## src/rtl/sbmips_controller.sv

```systemverilog
// Multicycle control FSM for the stack-based MIPS datapath.
// Sequences fetch, stack ALU ops, memory push/pop and jumps, one state per cycle.
module sbmips_controller (
  input  logic       clk,
  input  logic       rst,
  input  logic [7:0] Inst,
  output logic       PCsrc,
  output logic       PCwrite,
  output logic       PCwriteCond,
  output logic       IorD,
  output logic       MemRead,
  output logic       MemWrite,
  output logic       Ild,
  output logic       Ssrc,
  output logic       Push,
  output logic       Pop,
  output logic       Tos,
  output logic       Bld,
  output logic       ALUsrc1,
  output logic [1:0] ALUsrc2,
  output logic [1:0] ALUop
);

  typedef enum logic [2:0] {
    S_IF, S_ID, S_POP1, S_POP2, S_WB, S_MEMRD, S_MEMWR, S_BR
  } state_t;

  localparam logic [2:0] OP_ADD  = 3'd0;
  localparam logic [2:0] OP_SUB  = 3'd1;
  localparam logic [2:0] OP_AND  = 3'd2;
  localparam logic [2:0] OP_NOT  = 3'd3;
  localparam logic [2:0] OP_PUSH = 3'd4;
  localparam logic [2:0] OP_POP  = 3'd5;
  localparam logic [2:0] OP_JMP  = 3'd6;
  localparam logic [2:0] OP_JZ   = 3'd7;

  state_t     state;
  logic [2:0] op_q;
  logic [2:0] op;

  // Target field is consumed by the datapath only.
  logic unused_tgt;
  assign unused_tgt = ^Inst[4:0];

  // Inst is loaded on the edge entering ID, so ID decodes it directly.
  assign op = (state == S_ID) ? Inst[7:5] : op_q;

  always_ff @(posedge clk) begin
    if (!rst) begin
      state <= S_IF;
      op_q  <= OP_ADD;
    end else begin
      if (state == S_ID) op_q <= Inst[7:5];
      case (state)
        S_IF:   state <= S_ID;
        S_ID:
          case (Inst[7:5])
            OP_PUSH: state <= S_MEMRD;
            OP_JMP:  state <= S_IF;
            default: state <= S_POP1;
          endcase
        S_POP1:
          case (op_q)
            OP_ADD, OP_SUB, OP_AND: state <= S_POP2;
            OP_NOT:  state <= S_WB;
            OP_POP:  state <= S_MEMWR;
            OP_JZ:   state <= S_BR;
            default: state <= S_IF;
          endcase
        S_POP2:  state <= S_WB;
        default: state <= S_IF;
      endcase
    end
  end

  // Moore decode; everything held low while reset is asserted.
  always_comb begin
    PCsrc       = 1'b0;
    PCwrite     = 1'b0;
    PCwriteCond = 1'b0;
    IorD        = 1'b0;
    MemRead     = 1'b0;
    MemWrite    = 1'b0;
    Ild         = 1'b0;
    Ssrc        = 1'b0;
    Push        = 1'b0;
    Pop         = 1'b0;
    Tos         = 1'b0;
    Bld         = 1'b0;
    ALUsrc1     = 1'b0;
    ALUsrc2     = 2'b00;
    ALUop       = 2'b00;
    if (rst) begin
      case (state)
        S_IF: begin
          MemRead = 1'b1;
          Ild     = 1'b1;
          ALUsrc2 = 2'b10;
          PCwrite = 1'b1;
        end
        S_ID:
          if (op == OP_JMP) begin
            PCsrc   = 1'b1;
            PCwrite = 1'b1;
          end
        S_POP1: Pop = 1'b1;
        S_POP2: begin
          Pop = 1'b1;
          Bld = 1'b1;
        end
        S_WB: begin
          Push    = 1'b1;
          ALUsrc1 = 1'b1;
          case (op)
            OP_SUB: ALUop = 2'b01;
            OP_AND: ALUop = 2'b10;
            OP_NOT: begin
              ALUsrc2 = 2'b01;
              ALUop   = 2'b11;
            end
            default: ;
          endcase
        end
        S_MEMRD: begin
          IorD    = 1'b1;
          MemRead = 1'b1;
          Ssrc    = 1'b1;
          Push    = 1'b1;
        end
        S_MEMWR: begin
          IorD     = 1'b1;
          MemWrite = 1'b1;
        end
        S_BR: begin
          ALUsrc1     = 1'b1;
          ALUsrc2     = 2'b01;
          PCsrc       = 1'b1;
          PCwriteCond = 1'b1;
        end
        default: ;
      endcase
    end
  end

endmodule

```

## config.mk

```make
export PLATFORM = sky130hd
export DESIGN_NAME = sbmips_controller
export DESIGN_NICKNAME = d
export VERILOG_FILES = /design/src/rtl/sbmips_controller.sv
export SDC_FILE = /design/constraint.sdc
export NUM_CORES = 1
export LEC_CHECK = 0
export ABC_AREA = 1
export CAP_MARGIN = 15
export CELL_PAD_IN_SITES_DETAIL_PLACEMENT = 0
export CELL_PAD_IN_SITES_GLOBAL_PLACEMENT = 1
export CORE_UTILIZATION = 25
export DETAILED_ROUTE_END_ITERATION = 6
export PLACE_DENSITY_LB_ADDON = 0.1
export RECOVER_POWER = 100
export SLEW_MARGIN = 15
export SYNTH_ARGS = -nofsm -noshare
export SYNTH_HDL_FRONTEND = slang
export SYNTH_SLANG_ARGS = --single-unit
export TNS_END_PERCENT = 5
```

## constraint.sdc

```tcl
create_clock -name clk -period 2.3 [get_ports clk]
set_clock_uncertainty 0.05 [all_clocks]
set_input_delay 0.23 -clock clk [delete_from_list [all_inputs] [get_ports clk]]
set_output_delay 0.23 -clock clk [all_outputs]
set_load 0.005 [all_outputs]
```

Yosys cells after proc, flatten, opt, wreduce, memory -nomap -nowiden
Cells that the tools add are included.
{"block": "word_totals", "out_inout_bits": 17, "in_bits": 10, "reg_bits": 6, "word_cells": 63}
{"block": "op_classes", "n_reduce_logical": 8, "n_eq_ne": 18, "mux": 35}
{"op": "== test 3 bit (second input constant)", "n": 9}
{"op": "2-to-1 mux 1 bit", "n": 24}
{"op": "case mux 3 bit (4 select lines)", "n": 2}
{"op": "== test 3 x 2 -> 1 bit (second input constant)", "n": 6}
{"op": "case mux 2 bit (3 select lines)", "n": 2}
{"op": "OR reduction 2 bit", "n": 5}
{"op": "== test 3 x 1 -> 1 bit (second input constant)", "n": 3}
{"op": "logical NOT 3 bit", "n": 2}
{"op": "2-to-1 mux 2 bit", "n": 3}
{"op": "case mux 3 bit (2 select lines)", "n": 1}
{"op": "case mux 1 bit (2 select lines)", "n": 2}
{"op": "2-to-1 mux 3 bit", "n": 1}
{"op": "OR reduction 3 bit", "n": 1}

Longest topological paths before layout
Gate-level depths: netlist of the first run.
{"block": "logic_depth", "word_depth": 6, "ltp_mapped": 8, "ltp_nobuf": 7}

Worst setup path after synthesis of the first run
OpenSTA, ideal clock, no wires.
{"block": "synth_path", "path_kind": "reg-to-output", "start": "register state[2]", "end": "output port PCwrite", "required_ns": 2.020, "slack_ns": 1.120, "arrival_ns": 0.900, "path_buffers": 0, "stages_incl_launch_ff": 6, "path_cell_list": "dfxtp_1 nor2_4 nand3_2 nor2_1 nand2_2 a21oi_2"}
{"block": "synth_between", "elab_chain_cells": 6, "word_cells_on_any_way": 7, "cone_classes": "eq/ne: 2; mux: 4; reduce/logical: 1"}
{"element": "start: declaration", "line_no": "37", "text": "state_t state;"}
{"element": "start signal: assignment", "line_no": "50", "text": "state <= S_IF;"}
{"element": "start signal: assignment", "line_no": "55", "text": "S_IF: state <= S_ID;"}
{"element": "start signal: assignment", "line_no": "58", "text": "OP_PUSH: state <= S_MEMRD;"}
{"element": "== test 3 x 1 -> 1 bit", "line_no": "46, 94"}
{"element": "2-to-1 mux 3 bit"}
{"element": "== test 3 bit", "line_no": "102", "text": "if (op == OP_JMP) begin"}
{"element": "2-to-1 mux 1 bit", "line_no": "102"}
{"element": "case mux 1 bit (2 select lines) (*)", "line_no": "94", "text": "case (state)"}
{"element": "2-to-1 mux 1 bit (*)", "line_no": "93", "text": "if (rst) begin"}
{"element": "end: declaration", "line_no": "8", "text": "output logic PCwrite,"}
Mark *: on every way between the ends. The rest lies on a longest branch, timed or not.

Worst setup path in the final report of the first run
{"block": "layout_path", "start": "register state[0]", "end": "output port ALUop[1]"}
{"block": "layout_between", "elab_chain_cells": 6, "word_cells_on_any_way": 9, "cone_classes": "eq/ne: 5; mux: 4"}
{"element": "== test 3 x 1 -> 1 bit", "line_no": "46", "text": "assign op = (state == S_ID) ? Inst[7:5] : op_q;"}
{"element": "2-to-1 mux 3 bit"}
{"element": "== test 3 x 2 -> 1 bit / == test 3 x 1 -> 1 bit (equally long branches)", "line_no": "114", "text": "case (op)"}
{"element": "case mux 2 bit (3 select lines)", "line_no": "114"}
{"element": "2-to-1 mux 2 bit (*)", "line_no": "94"}
{"element": "2-to-1 mux 2 bit (*)", "line_no": "93"}
{"element": "end: declaration", "line_no": "21", "text": "output logic [1:0] ALUop"}
Marked as above.

==> results.md, run 1 <==
* IO buf count at 20
* Wirelength, routed at 1250 um
* Synth cell types at 20
* Via count at 576
* CTS resizes at 0
* Largest net degree at the start of global routing at 11
* Post-synth ARST share at 0%
* Largest family of logic cells by synthesized area: simple AND/OR/NAND/NOR gates
* Worst min path class: reg2reg
* Worst setup EP type: primary output
* Initial DRC count at 16
* CP arrival at 1890 ps
* TNS Setup at 0 ps
* Worst IR Drop VDD at 0.189 mV
* Share of post-route cells with drive strength above 1 at 10.6%
* Syn-to-layout area delta at 48.7%
* CTS Buffer Depth at 2
* Cell Area, Synth at 480 um^2
* Rows at 15
* Post-layout util at 40.5%
* Startpoint types: flop
* Most common cell after layout, fill and taps aside: nand2_1
* Crit-path max FO at 8
* Core Area at 1760 um^2
* Grt ovf at 0
* Leakage at 0.358 nW
* Initial Util at 27.2%
* Compound-gate portion of the synthesized area at 14.1%
* Fmax achieved at 461 MHz
* XOR/XNOR Fraction of Synth Area at 0%
* Synth Area per Inst at 5.79 um^2
* Overall power at 0.423 mW
* I/O pin cnt at 27
* GPL Wtd Cong at 0.812
* Final Hold Viols at 0
* DRC viols at 0
* Non-Filler Instances at 129
* Post-DP Area at 697 um^2
* Number of global-route vias before repair at 484
* Final nets at 116
* HPWL Detailed at 1030 um
* Wire per inst at 9.67 um
* Slew Viols, Final at 0
* CTS H-Tree Depth at 1
* DR vias/cell at 4.47
* Die extent in y at 45.8 um
* First-pass detailed-route iteration total at 5
* GRT Total Usage at 13.7%
* Initial antenna violation count at 0
* Clock Root Buffer: clkbuf_4
* Top FF cell, synth: dfxtp_1
* Required @ worst endpoint at 2020 ps
* CP max stage delay at 510 ps
* Mapped Cells at 83
* Clock Sinks at 6
* CTS Buf Count at 3
* Number of synthesized flops with an enable pin at 0
* Post-synthesis simple-gate area fraction at 48.4%
* # Post-CTS Setup Buffers at 0
* Commonest cells after routing, fill and taps aside: nand2_1, nor2_1, dlygate4sd3_1, inv_1
* Post-Synth Adder-Cell Area at 0%
* Final ANT Viol Nets at 0
* Crit path max-delay cell type: clkdlybuf4s50_1
* # diodes at 0
* RSZ-0062 raised after global routing: false
* PwrDens at 592 nW/um^2
* Max cap viols at 0
* CTS tree: built
* Clk slew on worst S/H paths at 40 ps
* Ys Warns at 0
* #FFs+latches synth at 6
* CP cell instances: nand2_1 > nor2_1 > o21ai_1 > nor3_2 > clkdlybuf4s50_1
* Fin crit period at 2170 ps
* Worst skew pair latency at 240 ps
* Syn_nets at 93
* Post-synthesis mux area share at 0%
* Placed instance count at 126
* Status: finished, final reports clean
* Hold_buf cts at 0
* Fin area at 714 um^2
* WS Path Type: reg2out
* Global-route wire length before repair at 2040 um
* Full die area at 2100 um^2
* Final period utilization at 94.3%
* Register area share after synthesis at 25.0%
* Final setup fails at 0
* DIE WIDTH at 45.8 um
[sequential cells by signal, indices dropped and copies added, names as in the netlist]
name / flops
op_q: 3
state: 3
[cell families after synthesis]
family,after synthesis
buffers and inverters,13
AND/OR/NAND/NOR,51
other,1
flip-flops,6
AO/OA/AOI/OAI,12
[per-layer routing]
| metal | global-route usage, % | up-vias | wire, um |
|---|---|---|---|
| li1 | - | 302 | - |
| met1 | 18.0 | 249 | 617 |
| met2 | 19.7 | 21 | 515 |
| met3 | 4.37 | 4 | 87 |
| met4 | 7.06 | 0 | 29 |
| met5 | 0 | - | 0 |
[where the power goes]
part	internal, mW	leakage, nW	switching, mW
clock	0.0589	0.0138	0.0364
sequential	0.124	0.0494	0.0287
combinational	0.0743	0.295	0.101
total	0.257	0.358	0.166
[critical path, delay by kind of cell, from the launching register on]
family | cells | cell delay, ps
AND/OR/NAND/NOR | 3 | 520
buffers and inverters | 1 | 510
flip-flops | 1 | 480
AO/OA/AOI/OAI | 1 | 130
[through the flow]
step           worst slack, ps  hold slack (ps)
6_report                   130              478
5_1_grt                   32.3              505
4_1_cts                    124              475
3_5_place_dp               311              468
3_3_place_gp               274              470
2_1_floorplan             1120              343
[area by class of cell]
class	instances	area, um^2
fillers	213	1050
inverters	11	41.3
multi-input cells	64	299
well taps	25	31.3
clock buffers	3	22.5
repair buffers	20	200
flip-flops and latches	6	120
[path summary, 6_finish.rpt]
path	slack, ps	start	endpoint	cells after the start
min	480	op_q[2]	op_q[2]	2
max reg2reg	980	state[0]	op_q[1]	5
max	130	state[0]	ALUop[1]	5
min reg2reg	480	op_q[2]	op_q[2]	2
[synthesized netlist by cell type (2+ instances only)]
master,count,share of area [%]
inv_1,8,6.3
nor3_1,2,2.1
nor2_1,14,11
nand3_1,5,5.2
dfxtp_1,6,25
nand2_1,22,17
inv_2,3,2.3
o21ai_0,3,3.1
a21oi_1,6,6.3
buf_4,2,3.1
nand2_2,3,3.9
No activity file was read; power rests on OpenSTA's default activity.
==> run 2: changes to the inputs <==
--- a/config.mk
+++ b/config.mk
@@ -9,9 +9,10 @@
 export CAP_MARGIN = 15
 export CELL_PAD_IN_SITES_DETAIL_PLACEMENT = 0
 export CELL_PAD_IN_SITES_GLOBAL_PLACEMENT = 1
+export CORE_ASPECT_RATIO = 1.4
 export CORE_UTILIZATION = 25
 export DETAILED_ROUTE_END_ITERATION = 6
-export PLACE_DENSITY_LB_ADDON = 0.1
+export PLACE_DENSITY_LB_ADDON = 0.05
 export RECOVER_POWER = 100
 export SLEW_MARGIN = 15
 export SYNTH_ARGS = -nofsm -noshare
==> results.md, run 2 (synthesized netlist as in run 1, its figures left out) <==
* Rows at 18 (+3)
* Leakage at 0.355 nW (-0.76%)
* Clock Sinks at 6 (unchanged)
* CP arrival at 1870 ps (-20 ps)
* Die extent in y at 53.9 um (+18%)
* TNS Setup at 0 ps (unchanged)
* Crit-path max FO at 10 (+2)
* Hold depth at 2 (unchanged)
* Commonest cells after routing, fill and taps aside: nand2_1, nor2_1, dlygate4sd3_1, inv_1
* GPL Wtd Cong at 0.676 (-17%)
* Slew Viols, Final at 0 (unchanged)
* Full die area at 2100 um^2 (+0.11%)
* Largest net degree at the start of global routing at 11 (unchanged)
* Worst path depth at 6 (+1)
* Worst min path class: reg2reg
* Clock Root Buffer: clkbuf_4
* DR vias/cell at 4.73 (+6.0%)
* HPWL Detailed at 1110 um (+8.5%)
* Worst r2r src: state[1]
* Wire per inst at 11.4 um (+18%)
* Crit path from: rst
* CTS resizes at 0 (unchanged)
* Hold_buf cts at 0 (unchanged)
* Share of post-route cells with drive strength above 1 at 14.4% (+3.8 points)
* Final setup fails at 0 (unchanged)
* Final period utilization at 93.3% (-1.0 points)
* Final nets at 116 (unchanged)
* CTS Buffer Depth at 2 (unchanged)
* Worst setup EP type: primary output
* Initial antenna violation count at 0 (unchanged)
* CP max stage delay at 570 ps (+60 ps)
* Initial Util at 27.0% (-0.23 points)
* DRC viols at 0 (unchanged)
* # diodes at 0 (unchanged)
* I/O pin cnt at 27 (unchanged)
* Crit path max-delay cell type: dlygate4sd3_1
* CTS Buf Count at 3 (unchanged)
* Core Area at 1780 um^2 (+0.85%)
* PwrDens at 615 nW/um^2 (+3.8%)
* Wirelength, routed at 1410 um (+13%)
* Syn-to-layout area delta at 48.7% (unchanged)
* Critical path endpoint: Bld
* Clk slew on worst S/H paths at 50 ps (about the same)
* Fmax achieved at 466 MHz (+1.1%)
* IO buf count at 20 (unchanged)
* GRT Total Usage at 15.7% (+2.1 points)
* FF-to-FF End: op_q[1]
* Global-route wire length before repair at 2270 um (+12%)
* Worst IR Drop VDD at 0.246 mV (+30%)
* Status: finished, final reports clean
* CTS H-Tree Depth at 1 (unchanged)
* CTS tree: built
* Top flop regs: op_q: 3 flops, state: 3 flops
* Startpoint types: input pin
* Grt ovf at 0 (unchanged)
* Initial DRC count at 10 (-6)
* Via count at 587 (+1.9%)
* Family with the most delay on the worst path: buffers and inverters
* WS Path Type: in2out
* RSZ-0062 raised after global routing: false
* Fin crit period at 2150 ps (-24.0 ps)
* R2r worst-path depth at 6 (+1)
* Final Hold Viols at 0 (unchanged)
* DIE WIDTH at 39.1 um (-15%)
* Crit path buffers/inverters at 4 (+3)
* Number of global-route vias before repair at 523 (+8.1%)
* CP cell instances: clkdlybuf4s50_1 > inv_1 > nor2_1 > inv_1 > nor2_1 > dlygate4sd3_1
* Required @ worst endpoint at 2020 ps (about the same)
* Most common cell after layout, fill and taps aside: nand2_1
* Worst skew pair latency at 240 ps (about the same)
* First-pass detailed-route iteration total at 4 (-1)
* Final ANT Viol Nets at 0 (unchanged)
* Fillers at 200 (-6.1%)
* Worst hold margin at 469 ps (-8.70 ps)
* # Post-CTS Setup Buffers at 0 (unchanged)
* Flop-to-flop setup slack at 1040 ps (+60 ps)
* Max cap viols at 0 (unchanged)
==> run 2: cell counts in the layout (fill, tap and decap cells not counted) <==
Identical to the previous run, type by type.
==> run 2: worst min path at each step <==
stage | startpoint | end | slack [ps]
after floorplan | rst | op_q[0] | 340
after global placement | op_q[2] | op_q[2] | 450
after detailed placement | op_q[2] | op_q[2] | 460
after CTS | op_q[2] | op_q[2] | 470
after global routing | op_q[2] | op_q[2] | 510
final | op_q[2] | op_q[2] | 470
==> run 2: cell type report <==
type / count / area [um^2] / share of cell area [%]
Timing Repair Buffer: 20 / 200 / 28.0
Sequential cell: 6 / 121 / 17.0
Multi-Input combinational cell: 64 / 304 / 42.6
Inverter: 11 / 41.3 / 5.78
Clock buffer: 3 / 22.5 / 3.15
Tap cell: 20 / 25.0 / 3.50
==> run 2: report_power, final <==
part / internal [mW] / leakage [nW] / switching (mW)
Combinational: 0.0765 / 0.292 / 0.108
Clock: 0.0592 / 0.0138 / 0.0398
Sequential: 0.124 / 0.0496 / 0.0317
Total: 0.260 / 0.355 / 0.179
==> run 2: layer usage <==
| metal | GRT usage [%] | part of all wire, % |
|---|---|---|
| met5 | 0 | 0 |
| met4 | 5.17 | 0.85 |
| met3 | 3.72 | 3.8 |
| met2 | 27.2 | 50 |
| met1 | 18.5 | 45 |
==> run 2: worst register-to-register path, stage by stage (launching register included) <==
cell and delay (ps):
dfxtp_1 370, inv_2 110, nand2_2 70, nor2_1 250
nand2_1 80, o21ai_1 150, nor2_1 60
==> run 2: per-stage QoR <==
step / power, mW / utilization, % / instances / area [um^2] / setup slack [ps]
final: 0.440 / 40.2 / 124 / 714 / 154
after global routing: 0.483 / 40.2 / 124 / 714 / 31.6
after CTS: 0.452 / 40.1 / 124 / 713 / 82.7
after detailed placement: 0.347 / 38.8 / 121 / 691 / 291
after global placement: 0.349 / 38.8 / 121 / 691 / 305
after floorplan: 0.276 / - / 83 / 480 / 1120
